==> src/rtl/oam_dma_arbiter_pkg.sv <==
// Shared types and constants for the OAM DMA arbiter.
// Contents: DMA state enum, bus request payload struct, address/length
// defaults and the echo-RAM source page helper.
package oam_dma_arbiter_pkg;

  localparam int unsigned ADDR_W = 16;
  localparam int unsigned DATA_W = 8;
  localparam int unsigned IDX_W  = 8;

  localparam logic [ADDR_W-1:0] DMA_REG_ADDR     = 16'hFF46;
  localparam logic [ADDR_W-1:0] OAM_BASE_ADDR    = 16'hFE00;
  localparam int unsigned       DMA_LEN_DEFAULT  = 160;
  localparam logic [DATA_W-1:0] ECHO_OFS_DEFAULT = 8'h20;
  localparam logic [DATA_W-1:0] ECHO_PAGE_MIN    = 8'hE0;

  typedef enum logic [1:0] {
    DMA_IDLE,
    DMA_START,
    DMA_READ,
    DMA_WRITE
  } dma_state_t;

  // One sram access as driven onto the memory port.
  typedef struct packed {
    logic [ADDR_W-1:0] addr;
    logic [DATA_W-1:0] wdata;
    logic              re;
    logic              we;
  } mem_req_t;

  // Source pages at or above 0xE0 are echo RAM and alias down by ofs.
  function automatic logic [DATA_W-1:0] eff_src_hi(input logic [DATA_W-1:0] hi,
                                                   input logic [DATA_W-1:0] ofs);
    return (hi >= ECHO_PAGE_MIN) ? DATA_W'(hi - ofs) : hi;
  endfunction

endpackage

==> src/rtl/oam_dma_arbiter_if.sv <==
// CPU-side and sram-side bus bundle around the OAM DMA arbiter.
// master: the arbiter (consumes CPU requests and sram read data,
//         drives CPU responses and the sram port).
// slave : the environment (datapath + sram).
interface oam_dma_arbiter_if;
  import oam_dma_arbiter_pkg::*;

  logic [ADDR_W-1:0] cpu_addr;
  logic [DATA_W-1:0] cpu_wdata;
  logic              cpu_re;
  logic              cpu_we;
  logic [DATA_W-1:0] cpu_rdata;
  logic              cpu_stall;

  logic [ADDR_W-1:0] mem_addr;
  logic [DATA_W-1:0] mem_wdata;
  logic              mem_re;
  logic              mem_we;
  logic [DATA_W-1:0] mem_rdata;

  modport master (
    input  cpu_addr, cpu_wdata, cpu_re, cpu_we, mem_rdata,
    output cpu_rdata, cpu_stall, mem_addr, mem_wdata, mem_re, mem_we
  );

  modport slave (
    output cpu_addr, cpu_wdata, cpu_re, cpu_we, mem_rdata,
    input  cpu_rdata, cpu_stall, mem_addr, mem_wdata, mem_re, mem_we
  );

endinterface

==> src/rtl/oam_dma_arbiter.sv <==
// OAM DMA arbiter: owns the single sram port, passes CPU accesses through
// when idle and runs a DMA_LEN-byte copy from {src_hi,8'h00} into OAM
// after a write to DMA_REG, stalling CPU accesses while the copy runs.
// Ports:
//   clk        - system clock, rising edge
//   rst        - asynchronous active-low reset
//   bus        - CPU request/response and sram port (master modport)
//   dma_active - DMA currently owns the sram port
//   dma_src_hi - last value written to DMA_REG
module oam_dma_arbiter
  import oam_dma_arbiter_pkg::*;
#(
  parameter logic [ADDR_W-1:0] DMA_REG  = DMA_REG_ADDR,
  parameter logic [ADDR_W-1:0] OAM_BASE = OAM_BASE_ADDR,
  parameter int unsigned       DMA_LEN  = DMA_LEN_DEFAULT,
  parameter logic [DATA_W-1:0] ECHO_OFS = ECHO_OFS_DEFAULT
) (
  input  logic                clk,
  input  logic                rst,
  oam_dma_arbiter_if.master   bus,
  output logic                dma_active,
  output logic [DATA_W-1:0]   dma_src_hi
);

  localparam logic [IDX_W-1:0] LAST_IDX = IDX_W'(DMA_LEN - 1);

  dma_state_t        state, state_nxt;
  logic [IDX_W-1:0]  idx, idx_nxt;
  logic [DATA_W-1:0] src_hi;
  logic [DATA_W-1:0] dma_buf, dma_buf_nxt;

  logic              cpu_rd;
  logic              reg_hit;
  logic              reg_wr;
  logic              reg_rd;
  logic              cpu_req;
  mem_req_t          req;
  logic [DATA_W-1:0] rdata;
  logic              stall;
  logic              active;

  // State, byte index, source page and staging byte.
  always_ff @(posedge clk or negedge rst) begin
    if (!rst) begin
      state   <= DMA_IDLE;
      idx     <= '0;
      src_hi  <= '0;
      dma_buf <= '0;
    end else begin
      state   <= state_nxt;
      idx     <= idx_nxt;
      dma_buf <= dma_buf_nxt;
      if (reg_wr) src_hi <= bus.cpu_wdata;
    end
  end

  // Next state, DMA_REG decode and sram port mux.
  always_comb begin
    // Simultaneous read and write: the write wins.
    cpu_rd  = bus.cpu_re & ~bus.cpu_we;
    reg_hit = (bus.cpu_addr == DMA_REG);
    reg_wr  = bus.cpu_we & reg_hit;
    reg_rd  = cpu_rd & reg_hit;
    cpu_req = (bus.cpu_we | cpu_rd) & ~reg_hit;

    state_nxt   = state;
    idx_nxt     = idx;
    dma_buf_nxt = dma_buf;
    req.addr    = bus.cpu_addr;
    req.wdata   = bus.cpu_wdata;
    req.re      = cpu_rd & ~reg_hit;
    req.we      = bus.cpu_we & ~reg_hit;
    rdata       = bus.mem_rdata;
    stall       = 1'b0;
    active      = 1'b0;

    case (state)
      DMA_IDLE: ;
      DMA_START: begin
        state_nxt = DMA_READ;
        idx_nxt   = '0;
      end
      DMA_READ: begin
        active      = 1'b1;
        stall       = cpu_req;
        req.addr    = {eff_src_hi(src_hi, ECHO_OFS), idx};
        req.wdata   = '0;
        req.re      = 1'b1;
        req.we      = 1'b0;
        dma_buf_nxt = bus.mem_rdata;
        state_nxt   = DMA_WRITE;
      end
      DMA_WRITE: begin
        active    = 1'b1;
        stall     = cpu_req;
        req.addr  = OAM_BASE + ADDR_W'(idx);
        req.wdata = dma_buf;
        req.re    = 1'b0;
        req.we    = 1'b1;
        if (idx == LAST_IDX) begin
          state_nxt = DMA_IDLE;
          idx_nxt   = '0;
        end else begin
          state_nxt = DMA_READ;
          idx_nxt   = idx + IDX_W'(1);
        end
      end
      default: state_nxt = DMA_IDLE;
    endcase

    // A DMA_REG write from any state (re)starts the copy; the current
    // cycle's DMA access above still goes out on the port.
    if (reg_wr) begin
      state_nxt = DMA_START;
      idx_nxt   = '0;
    end

    if (stall)  rdata = '0;
    if (reg_rd) rdata = src_hi;

    // Keep the sram quiet while reset is held.
    if (!rst) begin
      req.re = 1'b0;
      req.we = 1'b0;
    end
  end

  assign bus.mem_addr  = req.addr;
  assign bus.mem_wdata = req.wdata;
  assign bus.mem_re    = req.re;
  assign bus.mem_we    = req.we;
  assign bus.cpu_rdata = rdata;
  assign bus.cpu_stall = stall;
  assign dma_active    = active;
  assign dma_src_hi    = src_hi;

endmodule

==> src/flat_wrapper.sv <==
// flat-port wrapper written by rule: the top's interface ports become plain ports
module oam_dma_arbiter_flat import oam_dma_arbiter_pkg::*;
#(
  parameter logic [ADDR_W-1:0] DMA_REG  = DMA_REG_ADDR,
  parameter logic [ADDR_W-1:0] OAM_BASE = OAM_BASE_ADDR,
  parameter int unsigned       DMA_LEN  = DMA_LEN_DEFAULT,
  parameter logic [DATA_W-1:0] ECHO_OFS = ECHO_OFS_DEFAULT
)
  (clk, rst, dma_active, dma_src_hi, bus_cpu_addr, bus_cpu_wdata, bus_cpu_re, bus_cpu_we, bus_mem_rdata, bus_cpu_rdata, bus_cpu_stall, bus_mem_addr, bus_mem_wdata, bus_mem_re, bus_mem_we);
  oam_dma_arbiter_if bus_i ();
  input  logic clk;
  input  logic rst;
  output logic dma_active;
  output logic [DATA_W-1:0] dma_src_hi;
  input wire logic [$bits(bus_i.cpu_addr)-1:0] bus_cpu_addr;
  input wire logic [$bits(bus_i.cpu_wdata)-1:0] bus_cpu_wdata;
  input wire logic [$bits(bus_i.cpu_re)-1:0] bus_cpu_re;
  input wire logic [$bits(bus_i.cpu_we)-1:0] bus_cpu_we;
  input wire logic [$bits(bus_i.mem_rdata)-1:0] bus_mem_rdata;
  output wire logic [$bits(bus_i.cpu_rdata)-1:0] bus_cpu_rdata;
  output wire logic [$bits(bus_i.cpu_stall)-1:0] bus_cpu_stall;
  output wire logic [$bits(bus_i.mem_addr)-1:0] bus_mem_addr;
  output wire logic [$bits(bus_i.mem_wdata)-1:0] bus_mem_wdata;
  output wire logic [$bits(bus_i.mem_re)-1:0] bus_mem_re;
  output wire logic [$bits(bus_i.mem_we)-1:0] bus_mem_we;
  assign bus_i.cpu_addr = bus_cpu_addr;
  assign bus_i.cpu_wdata = bus_cpu_wdata;
  assign bus_i.cpu_re = bus_cpu_re;
  assign bus_i.cpu_we = bus_cpu_we;
  assign bus_i.mem_rdata = bus_mem_rdata;
  assign bus_cpu_rdata = bus_i.cpu_rdata;
  assign bus_cpu_stall = bus_i.cpu_stall;
  assign bus_mem_addr = bus_i.mem_addr;
  assign bus_mem_wdata = bus_i.mem_wdata;
  assign bus_mem_re = bus_i.mem_re;
  assign bus_mem_we = bus_i.mem_we;
  oam_dma_arbiter #(.DMA_REG(DMA_REG), .OAM_BASE(OAM_BASE), .DMA_LEN(DMA_LEN), .ECHO_OFS(ECHO_OFS)) u_core (.clk(clk), .rst(rst), .bus(bus_i), .dma_active(dma_active), .dma_src_hi(dma_src_hi));
endmodule
==> config.mk <==
export PLATFORM = sky130hd
export DESIGN_NAME = oam_dma_arbiter_flat
export DESIGN_NICKNAME = d
export VERILOG_FILES = /design/src/rtl/oam_dma_arbiter_pkg.sv /design/src/rtl/oam_dma_arbiter_if.sv /design/src/rtl/oam_dma_arbiter.sv /design/src/flat_wrapper.sv
export SDC_FILE = /design/constraint.sdc
export NUM_CORES = 1
export LEC_CHECK = 0
export BUFFER_PORTS_ARGS = -buffer_cell sky130_fd_sc_hd__buf_4
export CORE_ASPECT_RATIO = 0.7
export CORE_UTILIZATION = 45
export DETAILED_ROUTE_END_ITERATION = 6
export GPL_TIMING_DRIVEN = 1
export HOLD_SLACK_MARGIN = 0.02
export PLACE_DENSITY = 0.77
export RECOVER_POWER = 50
export SETUP_SLACK_MARGIN = 0.2
export SYNTH_ARGS = -nofsm -noshare
export SYNTH_HDL_FRONTEND = slang
export SYNTH_SLANG_ARGS = --single-unit
==> constraint.sdc <==
create_clock -name clk -period 3.6 [get_ports clk]
set_input_delay 0.18 -clock clk [delete_from_list [all_inputs] [get_ports clk]]
set_output_delay 0.18 -clock clk [all_outputs]
set_load 0.005 [all_outputs]
# Word-level counts from Yosys, hierarchy flattened
# Cells that the tools add are included.
dict set report totals {
  register_bits 26
  inputBits 36
  out_inout_bits 44
  wordCells 38
}
dict set report classes {
  addsub 3
  order_cmp 1
  n_eq_ne 5
  muxes 13
  n_bitwise 9
  reduce_logical 3
}
# op n
set ops {}
lappend ops {{case mux 26 bit (2 select lines)} 1}
lappend ops {{two-way mux 8 bit} 5}
lappend ops {{== test 16 bit (second input constant)} 1}
lappend ops {{case mux 8 bit (2 select lines)} 1}
lappend ops {{adder 10 x 9 -> 11 bit (first input constant)} 1}
lappend ops {{adder 8 x 1 -> 8 bit (second input constant)} 1}
lappend ops {{== test 8 bit (second input constant)} 1}
lappend ops {{greater-or-equal comparator 8 bit (second input constant)} 1}
lappend ops {{subtractor 8 x 6 -> 8 bit (second input constant)} 1}
lappend ops {{bitwise AND 1 bit} 6}
lappend ops {{two-way mux 2 bit} 3}
lappend ops {{case mux 2 bit (3 select lines)} 1}
lappend ops {{== test 2 bit (second input constant)} 2}
lappend ops {{nonzero test 4 bit} 1}
lappend ops {{nonzero test 3 bit} 1}
lappend ops {{== test 2 x 1 -> 1 bit (second input constant)} 1}
lappend ops {{two-way mux 1 bit} 2}
lappend ops {{inverter 1 bit} 2}
lappend ops {{OR reduction 2 bit} 1}
lappend ops {{bitwise OR 1 bit} 1}

# Depth between registers and ports, before layout
dict set report depth {
  word_depth 7
  mapped_depth 6
  ltp_nobuf 5
}

# Worst setup path before layout
# Ideal clock, no wire load.
dict set report synth_timing {
  kind {register -> register}
  from {register u_core.idx[5]}
  to {register u_core.idx[3]}
  setup_time_ns 0.124
  arrival_ns 1.288
  required_ns 3.476
  slack_ns 2.188
  stages_incl_launch_ff 5
  n_path_buf 0
  synth_period_minus_slack_ns 1.412
  cell_sequence {dfrtp_1 -> or3b_1 -> o21ai_1 -> nor2_1 -> o31a_1}
}
dict set report synth_via {
  elab_chain_cells 4
}
# item line
set synth_lines {}
lappend synth_lines {{from (decl)} oam_dma_arbiter.sv:28} ;# logic [IDX_W-1:0] idx, idx_nxt;
lappend synth_lines {{from (signal assigned)} oam_dma_arbiter.sv:51} ;# idx <= idx_nxt;
lappend synth_lines {{== test 8 bit} oam_dma_arbiter.sv:100} ;# if (idx == LAST_IDX) begin
lappend synth_lines {{two-way mux 8 bit} oam_dma_arbiter.sv:100}
lappend synth_lines {{case mux 8 bit (2 select lines)} oam_dma_arbiter.sv:77} ;# case (state)
lappend synth_lines {{two-way mux 8 bit} oam_dma_arbiter.sv:113} ;# if (reg_wr) begin
# Every way passes these cells.
# A chain may end at the register's enable or synchronous reset.

# Final worst setup path
dict set report layout_timing {
  from {input rst}
  to {output bus_mem_we}
}
dict set report layout_via {
  elab_chain_cells 1
}
# item line
set layout_lines {}
lappend layout_lines {{from (decl)} flat_wrapper.sv:12} ;# input logic rst;
lappend layout_lines {{two-way mux 2 bit} oam_dma_arbiter.sv:122} ;# if (!rst) begin
lappend layout_lines {{to (decl)} flat_wrapper.sv:25} ;# output wire logic [$bits(bus_i.mem_we)-1:0] bus_mem_we;
# Every way passes these cells.

==> metrics list <==
* DRT Pass-1 Iters: 4
- Of the available clock period, the critical path in the final layout requires 0.663.
* Highest attainable clock frequency: approximately 420 MHz
- The routed layout has 1884 vias.
- Final hold violation count: 0
- The detail route stage leaves a number of antenna-violating nets equal to 0.
- Number of buffers inserted by hold repair at cts: 1
* Antenna violations before repair: 0
- Synthesis produced a netlist with a net count of approximately 260.
- Clock skew on the completed layout was measured at 0.00394 ns.
* Detail-routed net length per standard cell: around 15 um
- In this run the deepest clock path goes through 2 buffers.
* Number of setup buffers added after CTS: 0
- Number of buffers added by the clock tree synthesis step: 3
* Number of library cell types mapped by synthesis: 41
* Global-route usage over all layers: 0.255
- CTS built an H-tree with a depth of 1.
* Pwr dens: roughly 290 mW/mm^2
* Number of sinks on the clock net: 26
- The filler cells instantiated in the layout total 333.
- After routing, the total negative slack on setup checks comes to 0 ns.
- The count of buffers added on input and output ports is 79.
- Data required time at the worst endpoint: ~3.4 ns
* Wirelength, routed: around 5100 um
- Clock Latency Late Sink: between 0.2 and 0.3 ns
- Of all cell types, the one taking the most synthesized area is sky130_fd_sc_hd__dfrtp_1.
- Post-route minimum period: ~2.4 ns
- In this run, synthesis produced a sequential element count of 26.
- Data arrives at the worst endpoint at roughly 2.2 ns.
- In this run, post-CTS repair resized a total of 0 instances.
* Synthesis Warnings: 0
- The worst pin sits at a relative slew slack of 0.0319.
- After legalization and detailed placement, the total HPWL measured around 3900 um.
- Setup repair after global routing left no endpoint under its margin.
- The critical path goes through dlygate4sd3_1 > clkbuf_1 > a21boi_0 > buf_4.
- I/O pin total: 80
- IR analysis of the VDD net gives a maximum drop of about 0.22 mV.
- The die covers 0.00428 mm^2.
* Number of nets in the layout: 331
- Of the post-synthesis cell area, the dominant cell type holds 0.360.
- Number of standard-cell rows in the floorplan: 18
- After detailed routing, the number of remaining DRC violations is 0.
- Chip Width: a little under 80 um
* Initial Utilization: 0.492
- Maximum number of pins on one net before global-route repair: 30
- Setup-failing EPs final: 0
- Yosys mapped a number of flops with a built-in enable equal to 0.
- Counting instances in the post-synthesis netlist gives the leading cell types as sky130_fd_sc_hd__nand2_1, sky130_fd_sc_hd__dfrtp_1, sky130_fd_sc_hd__o21ai_0.
- Summing every instance area after synthesis gives 0.00181 mm^2.
- The number of global-route vias before repair came to between 1500 and 2000.
- Summing all placed instances gives a cell area of between 0.002 and 0.0025 mm^2.
- The worst setup path is captured at a primary output.
* Via count normalized by instance count: 5.52
* Fraction of final layout cells sized beyond drive strength 1: 0.375
- Sequential share of the synthesized area: 0.360
- At the end of the flow the core is filled with cells to 0.665.
- Area delta synth->final: 35.0%
* Outcome: complete, no violations
* Final Cell Area: around 0.0024 mm^2
* GRT overflow: 0
- In this run the mean area of a mapped cell was about 8 um^2.
- Root Driver: sky130_fd_sc_hd__clkbuf_8
- Wire length of the first global-routing pass: approximately 8200 um
- At the pin with the least slew margin, the transition time is about 1.5 ns.
- Across the whole layout, storage elements account for roughly 650 um^2.
* Worst setup path category: in -> out
- The core region is 0.00367 mm^2.
- The worst setup path is launched from an input pin.
- The most common cell in the synthesized netlist is sky130_fd_sc_hd__nand2_1.
- For this run, the leading register cell type out of synthesis is sky130_fd_sc_hd__dfrtp_1.
- TritonCTS built the clock tree.
* Hold WS: ~0.16 ns
* Diodes inserted: 0
* Number of instances in the synthesized netlist: 221
- Clock-pin transition on the worst setup and hold timing paths: around 0.09 ns
- The largest individual stage delay along the critical path comes from the cell sky130_fd_sc_hd__clkbuf_1.
* Vertical die dimension: approximately 55 um
* Top cells by area in the synthesized netlist: sky130_fd_sc_hd__dfrtp_1, sky130_fd_sc_hd__mux2_2, sky130_fd_sc_hd__nand2_1
- Drt initial violations: 97
- Maximum capacitance violations: 0
- Weighted congestion at the end of routability-driven global placement: between 0.8 and 0.9
- On the worst path, the slowest cell contributes a delay of roughly 1.1 ns.
* Worst min path class: in -> reg
- The count of pins over their slew limit came to 0.
- In the final layout, the multi-input gates occupy about 0.001 mm^2.
- Counting flops with an async set or reset pin after synthesis yields a share of 1.00.
* Highest fanout seen on the critical path: 28
- Cell leakage power: approximately 0.0012 uW
==> through the flow <==
stage | instances | total power, uW | setup slack (ns)
after floorplan | 221 | 438 | 2.19
after global placement | 337 | 538 | 1.53
after detailed placement | 337 | 539 | 1.51
after CTS | 341 | 700 | 1.26
after global routing | 341 | 744 | 0.912
final | 341 | 697 | 1.21
==> final cells by class <==
class | instances | share of cell area
inverter | 13 | 0.0200
sequential | 26 | 0.267
clock buffer | 3 | 0.0169
timing repair buffer | 82 | 0.252
tap | 50 | 0.0256
multi-input combinational | 167 | 0.419
==> power by group <==
part           total (uW)  switching (uW)  internal (uW)  leakage [uW]
registers             353            34.3            319      0.000334
clock network         162            87.4           75.0     0.0000216
logic                 182            73.9            108      0.000811
==> worst max-delay path, delay by kind of cell <==
kind / cells / cell delay (ns)
buf+inv: 3 / 1.72
compound gates: 1 / 0.30
==> final timing paths <==
| kind | slack [ns] | endpoint | from | cells past startpoint |
|---|---|---|---|---|
| setup / recovery | 1.21 | bus_mem_we | rst | 4 |
| hold / removal | 0.16 | u_core.dma_buf[5] | bus_mem_rdata[5] | 2 |
| setup reg to reg | 1.64 | u_core.dma_buf[2] | u_core.state[1] | 2 |
| hold reg to reg | 0.51 | u_core.dma_buf[1] | u_core.dma_buf[1] | 1 |
| max in group asynchronous | 1.97 | u_core.dma_src_hi[1] | rst | 2 |
| min in group asynchronous | 0.78 | u_core.idx[7] | rst | 2 |
==> metal layers <==
layer	vias up	routed length, um	track usage
met4	0	31	0.0346
met3	4	421	0.0557
li1	922	-	-
met5	-	0	0
met2	75	2240	0.388
met1	883	2430	0.378
==> layout by cell type, fill, tap and decap left out, types with 2 or more instances in the layout <==
master,Yosys,final
sky130_fd_sc_hd__a21boi_0,3,3
sky130_fd_sc_hd__and4bb_1,2,2
sky130_fd_sc_hd__o22a_1,2,2
sky130_fd_sc_hd__nand4_1,1,2
sky130_fd_sc_hd__a31o_2,8,8
sky130_fd_sc_hd__a21oi_1,17,17
sky130_fd_sc_hd__nor2_1,17,17
sky130_fd_sc_hd__inv_1,13,13
sky130_fd_sc_hd__clkbuf_8,0,3
sky130_fd_sc_hd__nor2b_1,3,3
sky130_fd_sc_hd__nor3_1,3,3
sky130_fd_sc_hd__mux2_2,17,17
sky130_fd_sc_hd__nand3_1,7,7
sky130_fd_sc_hd__dfrtp_1,26,26
sky130_fd_sc_hd__o21ai_0,21,26
sky130_fd_sc_hd__ha_1,2,2
sky130_fd_sc_hd__nand2_1,32,32
sky130_fd_sc_hd__buf_4,0,69
sky130_fd_sc_hd__nand2b_1,3,3
sky130_fd_sc_hd__nor4b_1,2,2
sky130_fd_sc_hd__o21ai_1,9,4
sky130_fd_sc_hd__clkbuf_4,0,11
==> registers in the layout, summed over array words and instances, names as in the netlist <==
signal / cells
u_core.dma_buf: 8
u_core.state: 2
u_core.dma_src_hi: 8
u_core.idx: 8
==> cell families (layout without fill, tap and decap cells) <==
logic type      Yosys count  in the layout  share of synthesized area
mux                      18             18                      0.111
flops                    26             26                      0.360
fa+ha+maj                 2              2                     0.0138
buf+inv                  28             98                     0.0693
compound gates           66             66                      0.217
simple gates             81             81                      0.229
(Power assumes the default switching activity.)
